[config.mk]
export PLATFORM = sky130hd
export DESIGN_NAME = bravo_dec_ctrl
export DESIGN_NICKNAME = d
export VERILOG_FILES = /design/src/rtl/bravo_dec_ctrl.sv
export SDC_FILE = /design/constraint.sdc
export NUM_CORES = 1
export LEC_CHECK = 0
export CAP_MARGIN = 20
export CORE_UTILIZATION = 45
export CTS_CLUSTER_DIAMETER = 30
export DETAILED_ROUTE_END_ITERATION = 8
export PLACE_DENSITY = 0.71
export SLEW_MARGIN = 5
export SYNTH_ARGS = -nofsm -noshare
export SYNTH_HDL_FRONTEND = slang
export SYNTH_SLANG_ARGS = --single-unit
[constraint.sdc]
create_clock -name clk -period 2.96 [get_ports clk]
set_input_delay 0.296 -clock clk [delete_from_list [all_inputs] [get_ports clk]]
set_output_delay 0.296 -clock clk [all_outputs]
set_load 0.005 [all_outputs]
[src/rtl/bravo_dec_ctrl.sv]
// Front-panel controller for an external DES decrypt core: byte entry, latency wait, windowed display.
// Optional build macro BRAVO_CT_ECHO_EN echoes the ciphertext on the display while bytes are entered.
module bravo_dec_ctrl #(
  parameter int          DES_LATENCY = 17,
  parameter logic [15:0] DISP_RESET  = 16'h0000
) (
  input  logic        clk,
  input  logic        rst_n,
  input  logic [7:0]  sw,
  input  logic        pb_load,
  input  logic        pb_go,
  input  logic        pb_sel,
  input  logic        pb_clr,
  output logic [63:0] des_in,
  input  logic [63:0] des_out,
  output logic [15:0] disp_data,
  output logic [3:0]  disp_dp,
  output logic [7:0]  led,
  output logic        done
);

  localparam int LW = (DES_LATENCY > 1) ? $clog2(DES_LATENCY) : 1;

  typedef enum logic [1:0] {
    IDLE    = 2'd0,
    LOAD    = 2'd1,
    DECRYPT = 2'd2,
    SHOW    = 2'd3
  } state_t;

  state_t        state, state_n;
  logic [63:0]   ct, ct_n, pt, pt_n;
  logic [3:0]    count, count_n;
  logic [1:0]    window, window_n;
  logic [LW-1:0] lat, lat_n;
  logic [3:0]    hist;
  logic          ev_load, ev_go, ev_sel, ev_clr;
  logic [63:0]   des_in_n;
  logic [15:0]   disp_data_n;
  logic [3:0]    disp_dp_n;
  logic [7:0]    led_n;
  logic          done_n;

  function automatic logic [15:0] pick16(input logic [63:0] v, input logic [1:0] w);
    case (w)
      2'd0:    pick16 = v[15:0];
      2'd1:    pick16 = v[31:16];
      2'd2:    pick16 = v[47:32];
      default: pick16 = v[63:48];
    endcase
  endfunction

  // Byte n lands at [63-8n -: 8], so the first byte entered is the most significant.
  function automatic logic [63:0] put_byte(input logic [63:0] v, input logic [3:0] n,
                                           input logic [7:0] b);
    put_byte = v;
    for (int i = 0; i < 8; i++)
      if (n == 4'(i)) put_byte[63-8*i -: 8] = b;
  endfunction

  always_comb begin
    ev_load = pb_load & ~hist[0];
    ev_go   = pb_go   & ~hist[1];
    ev_sel  = pb_sel  & ~hist[2];
    ev_clr  = pb_clr  & ~hist[3];

    state_n  = state;
    ct_n     = ct;
    pt_n     = pt;
    count_n  = count;
    window_n = window;
    lat_n    = lat;

    if (ev_clr) begin
      state_n  = IDLE;
      ct_n     = '0;
      pt_n     = '0;
      count_n  = '0;
      window_n = '0;
      lat_n    = '0;
    end else begin
      case (state)
        IDLE: begin
          if (ev_load) begin
            ct_n    = put_byte(ct, count, sw);
            count_n = count + 4'd1;
            state_n = LOAD;
          end
        end
        LOAD: begin
          // A load event swallows a simultaneous go event, even when the load itself is ignored.
          if (ev_load) begin
            if (count != 4'd8) begin
              ct_n    = put_byte(ct, count, sw);
              count_n = count + 4'd1;
            end
          end else if (ev_go && count == 4'd8) begin
            state_n = DECRYPT;
            lat_n   = LW'(DES_LATENCY - 1);
          end
`ifdef BRAVO_CT_ECHO_EN
          if (ev_sel) window_n = window + 2'd1;
`endif
        end
        DECRYPT: begin
          if (lat == '0) begin
            pt_n     = des_out;
            state_n  = SHOW;
            window_n = '0;
          end else begin
            lat_n = lat - LW'(1);
          end
        end
        SHOW: begin
          if (ev_load) begin
            ct_n     = {sw, 56'h0};
            count_n  = 4'd1;
            window_n = '0;
            state_n  = LOAD;
          end else if (ev_sel) begin
            window_n = window + 2'd1;
          end
        end
        default: state_n = IDLE;
      endcase
    end

    // Outputs are derived from next-state values so the registered outputs track the state exactly.
    des_in_n    = ct_n;
    done_n      = (state_n == SHOW);
    led_n       = {2'b00, state_n, 1'b0, count_n[2:0]};
    disp_data_n = DISP_RESET;
    disp_dp_n   = 4'hF;
    if (state_n == SHOW) begin
      disp_data_n = pick16(pt_n, window_n);
      disp_dp_n   = ~(4'b0001 << window_n);
    end
`ifdef BRAVO_CT_ECHO_EN
    else if (state_n == LOAD) begin
      disp_data_n = pick16(ct_n, window_n);
      disp_dp_n   = ~(4'b0001 << window_n);
    end
`endif
  end

  always_ff @(posedge clk or negedge rst_n) begin
    if (!rst_n) begin
      state     <= IDLE;
      ct        <= '0;
      pt        <= '0;
      count     <= '0;
      window    <= '0;
      lat       <= '0;
      hist      <= '0;
      des_in    <= '0;
      disp_data <= DISP_RESET;
      disp_dp   <= 4'hF;
      led       <= '0;
      done      <= 1'b0;
    end else begin
      state     <= state_n;
      ct        <= ct_n;
      pt        <= pt_n;
      count     <= count_n;
      window    <= window_n;
      lat       <= lat_n;
      hist      <= {pb_clr, pb_sel, pb_go, pb_load};
      des_in    <= des_in_n;
      disp_data <= disp_data_n;
      disp_dp   <= disp_dp_n;
      led       <= led_n;
      done      <= done_n;
    end
  end

endmodule

==> results.txt <==
The run finished with clean final reports. The data arrival at the endpoint of the critical path came out at 3.09 ns. Max-cap violations in this run came to 0. The net load switching power is 3.00 mW.

In the global route stage, met2 resource usage came out at a little under two fifths. The latest clock arrival within the worst-skew pair is 0.43 ns. Clock skew on the completed layout was measured at ~0.0086 ns. The share of total power dissipated in sequential elements is 38.9%. The wire length of the first global-routing pass came out at between 30 and 40 mm.

Buffers inserted to repair hold after CTS numbered 1. The power density relative to cell area is 933 nW/um^2. The initialized floorplan defines 46 standard-cell rows. The startpoint type of the worst setup path is a flop. Of the available clock period, the critical path in the final layout requires 93.2%. The clock period could shrink to 2.76 ns. Global routing finished with a remaining overflow of 0. The proportion of synthesized chip area in sequential cells is 56.5%.

The worst supply voltage drop on vdd is 496 uV. The clock transition at the registers of the reported paths is approximately 0.060 ns. Once detail routing completed, the nets flagged for antenna violations numbered 0.

In this run switching power makes up between 30% and 40% of total power. Buffers inserted during clock tree synthesis total 17. Port buffering added ~170 buffers. Once the clock tree was built, the setup fixing pass inserted 0 buffers. The number of antenna violations at the first check in global routing came to 0. The final number of hold-violating endpoints is 0. The final wirelength is 19.2 mm. The I/O pin count is 171. The CTS H-tree depth came out at 4. Among all cell types in the netlist, the one instantiated most often is dfrtp_1. The average detailed-routed wire length per instance came out at around 18 um.

The static leakage is approximately 4.2 nW. In this run the vertical extent of the chip is 130 um. The number of unique standard cell types used by synthesis is 56. After filler insertion, the fill cell instance count of the layout stands at 1271. The total negative slack is 0 ns. The core region is 15900 sq um. The number of enable-type register cells in the synthesized netlist is 0. Summed over all instances, the cell type with the most area after synthesis is dfrtp_1. By area the synthesized netlist is led by dfrtp_1 (55%), mux2_2 (8.6%), nand2_1 (7.4%). The share of async-settable or async-resettable flops after synthesis is 100%. The most critical setup path has its startpoint at state[0]. The fraction of met3 tracks used by global routing came out at 7.71%.

The detailed-placement wirelength estimate is 13.0 mm. The initial core utilization came out at a little under half. The net count reported at finish is 953. The average instance area after synthesis came out at ~11 sq um.

The share of total power dissipated in the clock network is 22.5%. The number of global-route vias before repair was 5873. The die outline area came out at 16900 sq um. The number of iterations in the first detailed-routing pass is 5. The clock net in this run drives a total of 166 sinks. Setup repair after global routing left no endpoint under its margin. On the critical path, the stage with the largest delay is an instance of o31ai_4. Traced cell by cell, the critical path runs through ha_1, nor2b_1, a21oi_2, mux2i_1, o31ai_4, a22oi_1, a211oi_1. Routability-driven placement finished with a final weighted congestion of around 0.87. After clock tree synthesis, the repair step resized 0 gates.

The maximum clock frequency came out at 363 MHz. The combinational share of power is just under 40%. The number of DRC markers after the initial detailed-route iteration came out at 564. The register bit total from synthesis is 166. The number of standard cells after synthesis came out at between 600 and 700. The vias after detailed routing came out at 5766. In this run the worst hold path is classified as primary input to flop.

Setup violations remaining at the end of the flow were counted as 0. The most used flip-flop cell after synthesis is dfrtp_1. For this run, design rule violations remaining after detail routing come to 0. For this run, global-route usage on met1 was measured as 30.5%.

For this run, the number of Yosys warnings is 0. For the pin with the worst max-slew slack, the measured transition is a little under 1 ns. The worst register-to-register path begins at state[0].

The per-cell via count in the routed design is 5.28. The cell internal power dissipation is 6.22 mW. The share of Yosys cell area claimed by the top area cell type is 55.0%. The number of antenna diodes in the final layout is 0.

The worst setup path is of the flop to flop kind. The worst-case headroom to the max-slew limit came out at 34.6%. The die is 130 um wide.

After synthesis, the most frequently instantiated cells are dfrtp_1 (162), nand2_1 (145), a21oi_1 (80). The TritonCTS clock tree is done. The data required time of the critical path is 3.29 ns. On the worst path, the slowest cell contributes a delay of 0.81 ns. Clock tree synthesis selected as its root buffer the cell clkbuf_16. Of all nets on the critical path, the largest fanout is 16.

Compared with the post-synthesis result, the final layout area differs by 34.1%. met2 is the most crowded layer. The buffer levels on the longest clock path is 2. The combined area of all synthesized cells is 7370 sq um. The max-slew violation count came out at 0. The number of placed instances with taps included is between 1000 and 1500.

The layout cell share with drive strength beyond 1 is between 10% and 20%. The startpoint identified for the worst hold timing path is pb_load. The count of cells in the finished layout, fillers not included, comes to 1093.

The pin count of the biggest net entering global routing is between 70 and 80. The all-layer global routing usage is 23.7%. The type of element capturing the critical path is a flop.
## cells in the final DEF (no fill, tap or decap), types with 3 or more instances in the layout
master / instances
dfrtp_1: 162
buf_4: 21
clkinv_2: 6
a22oi_2: 9
a22oi_1: 6
inv_1: 20
clkbuf_16: 17
nand2b_1: 4
nor2_1: 33
nor3_1: 4
o21ai_0: 28
conb_1: 3
a211oi_2: 10
o21ai_1: 3
mux2i_1: 3
nand3b_1: 4
a21oi_1: 80
clkdlybuf4s50_1: 166
nor2b_1: 5
nand3_1: 11
mux2_2: 56
buf_12: 3
nand2_1: 144
ha_1: 11
dfstp_2: 4
a211oi_1: 6
and2_1: 10
## metrics by stage
stage / instance area, sq um / utilization (%) / hold WS [ns] / power (mW) / setup WS, ns
global placement: 9310 / 58.4 / 0.372 / 7.00 / 0.299
detailed placement: 9310 / 58.4 / 0.386 / 7.15 / 0.249
finish: 9880 / 62.0 / 0.332 / 9.22 / 0.202
global route: 9880 / 62.0 / 0.329 / 9.80 / 0.0900
floorplan: 7370 / - / 0.000409 / 5.42 / 0.753
CTS: 9880 / 62.0 / 0.328 / 9.28 / 0.243
## cell families after synthesis
family	after synthesis	synth area share, %
other cells	1	0.0509
fa+ha+maj	11	1.87
buf+inv	66	4.30
xor+xnor	1	0.119
compound gates	162	14.5
flops	166	56.5
simple gates	230	13.7
mux	59	8.97
## state kept, by name (all words and copies together) (netlist names)
name,count
ct,64
window,2
disp_data,16
pt,64
lat,5
led,4
state,1
disp_dp,4
hist,4
count,1
done,1
## critical path: cells and delay by family (launching register included)
| kind | cells | cell delay [ns] |
|---|---|---|
| AOI/OAI and AO/OA | 4 | 1.50 |
| adders and majority gates | 1 | 0.34 |
| DFF | 1 | 0.44 |
| muxes | 1 | 0.17 |
| and+or+nand+nor | 1 | 0.21 |
## final timing paths
kind	slack (ns)	depth (start not counted)	endpoint
max in group asynchronous	1.65	3	pt[22]
hold reg to reg	0.50	1	ct[27]
setup / recovery	0.20	7	disp_data[4]
min in group asynchronous	0.45	2	pt[17]
hold / removal	0.33	1	hist[0]
setup reg to reg	0.20	7	disp_data[4]
## power by group through the flow
stage / Combinational, mW / Clock (mW) / Sequential (mW)
detailed placement: 3.54 / 0 / 3.60
floorplan: 1.85 / 0 / 3.57
global placement: 3.44 / 0 / 3.56
global route: 3.89 / 2.22 / 3.68
finish: 3.56 / 2.07 / 3.59
CTS: 3.58 / 2.12 / 3.58
## cell type report
type	count	area, sq um	area share (%)
clock buffers	20	457	4.62
repair buffers	192	1900	19.2
clock inverters	12	101	1.03
well taps	216	270	2.74
flip-flops and latches	166	4160	42.1
inverters	21	78.8	0.798
multi-input cells	466	2910	29.5
## per-layer routing
metal  vias up  wire length (um)
met5         -                 0
met4         0               308
met3        28              1620
met2       208              9030
met1      2831              8230
li1       2699                 -
Note: power is estimated with default switching activity, not from simulation.
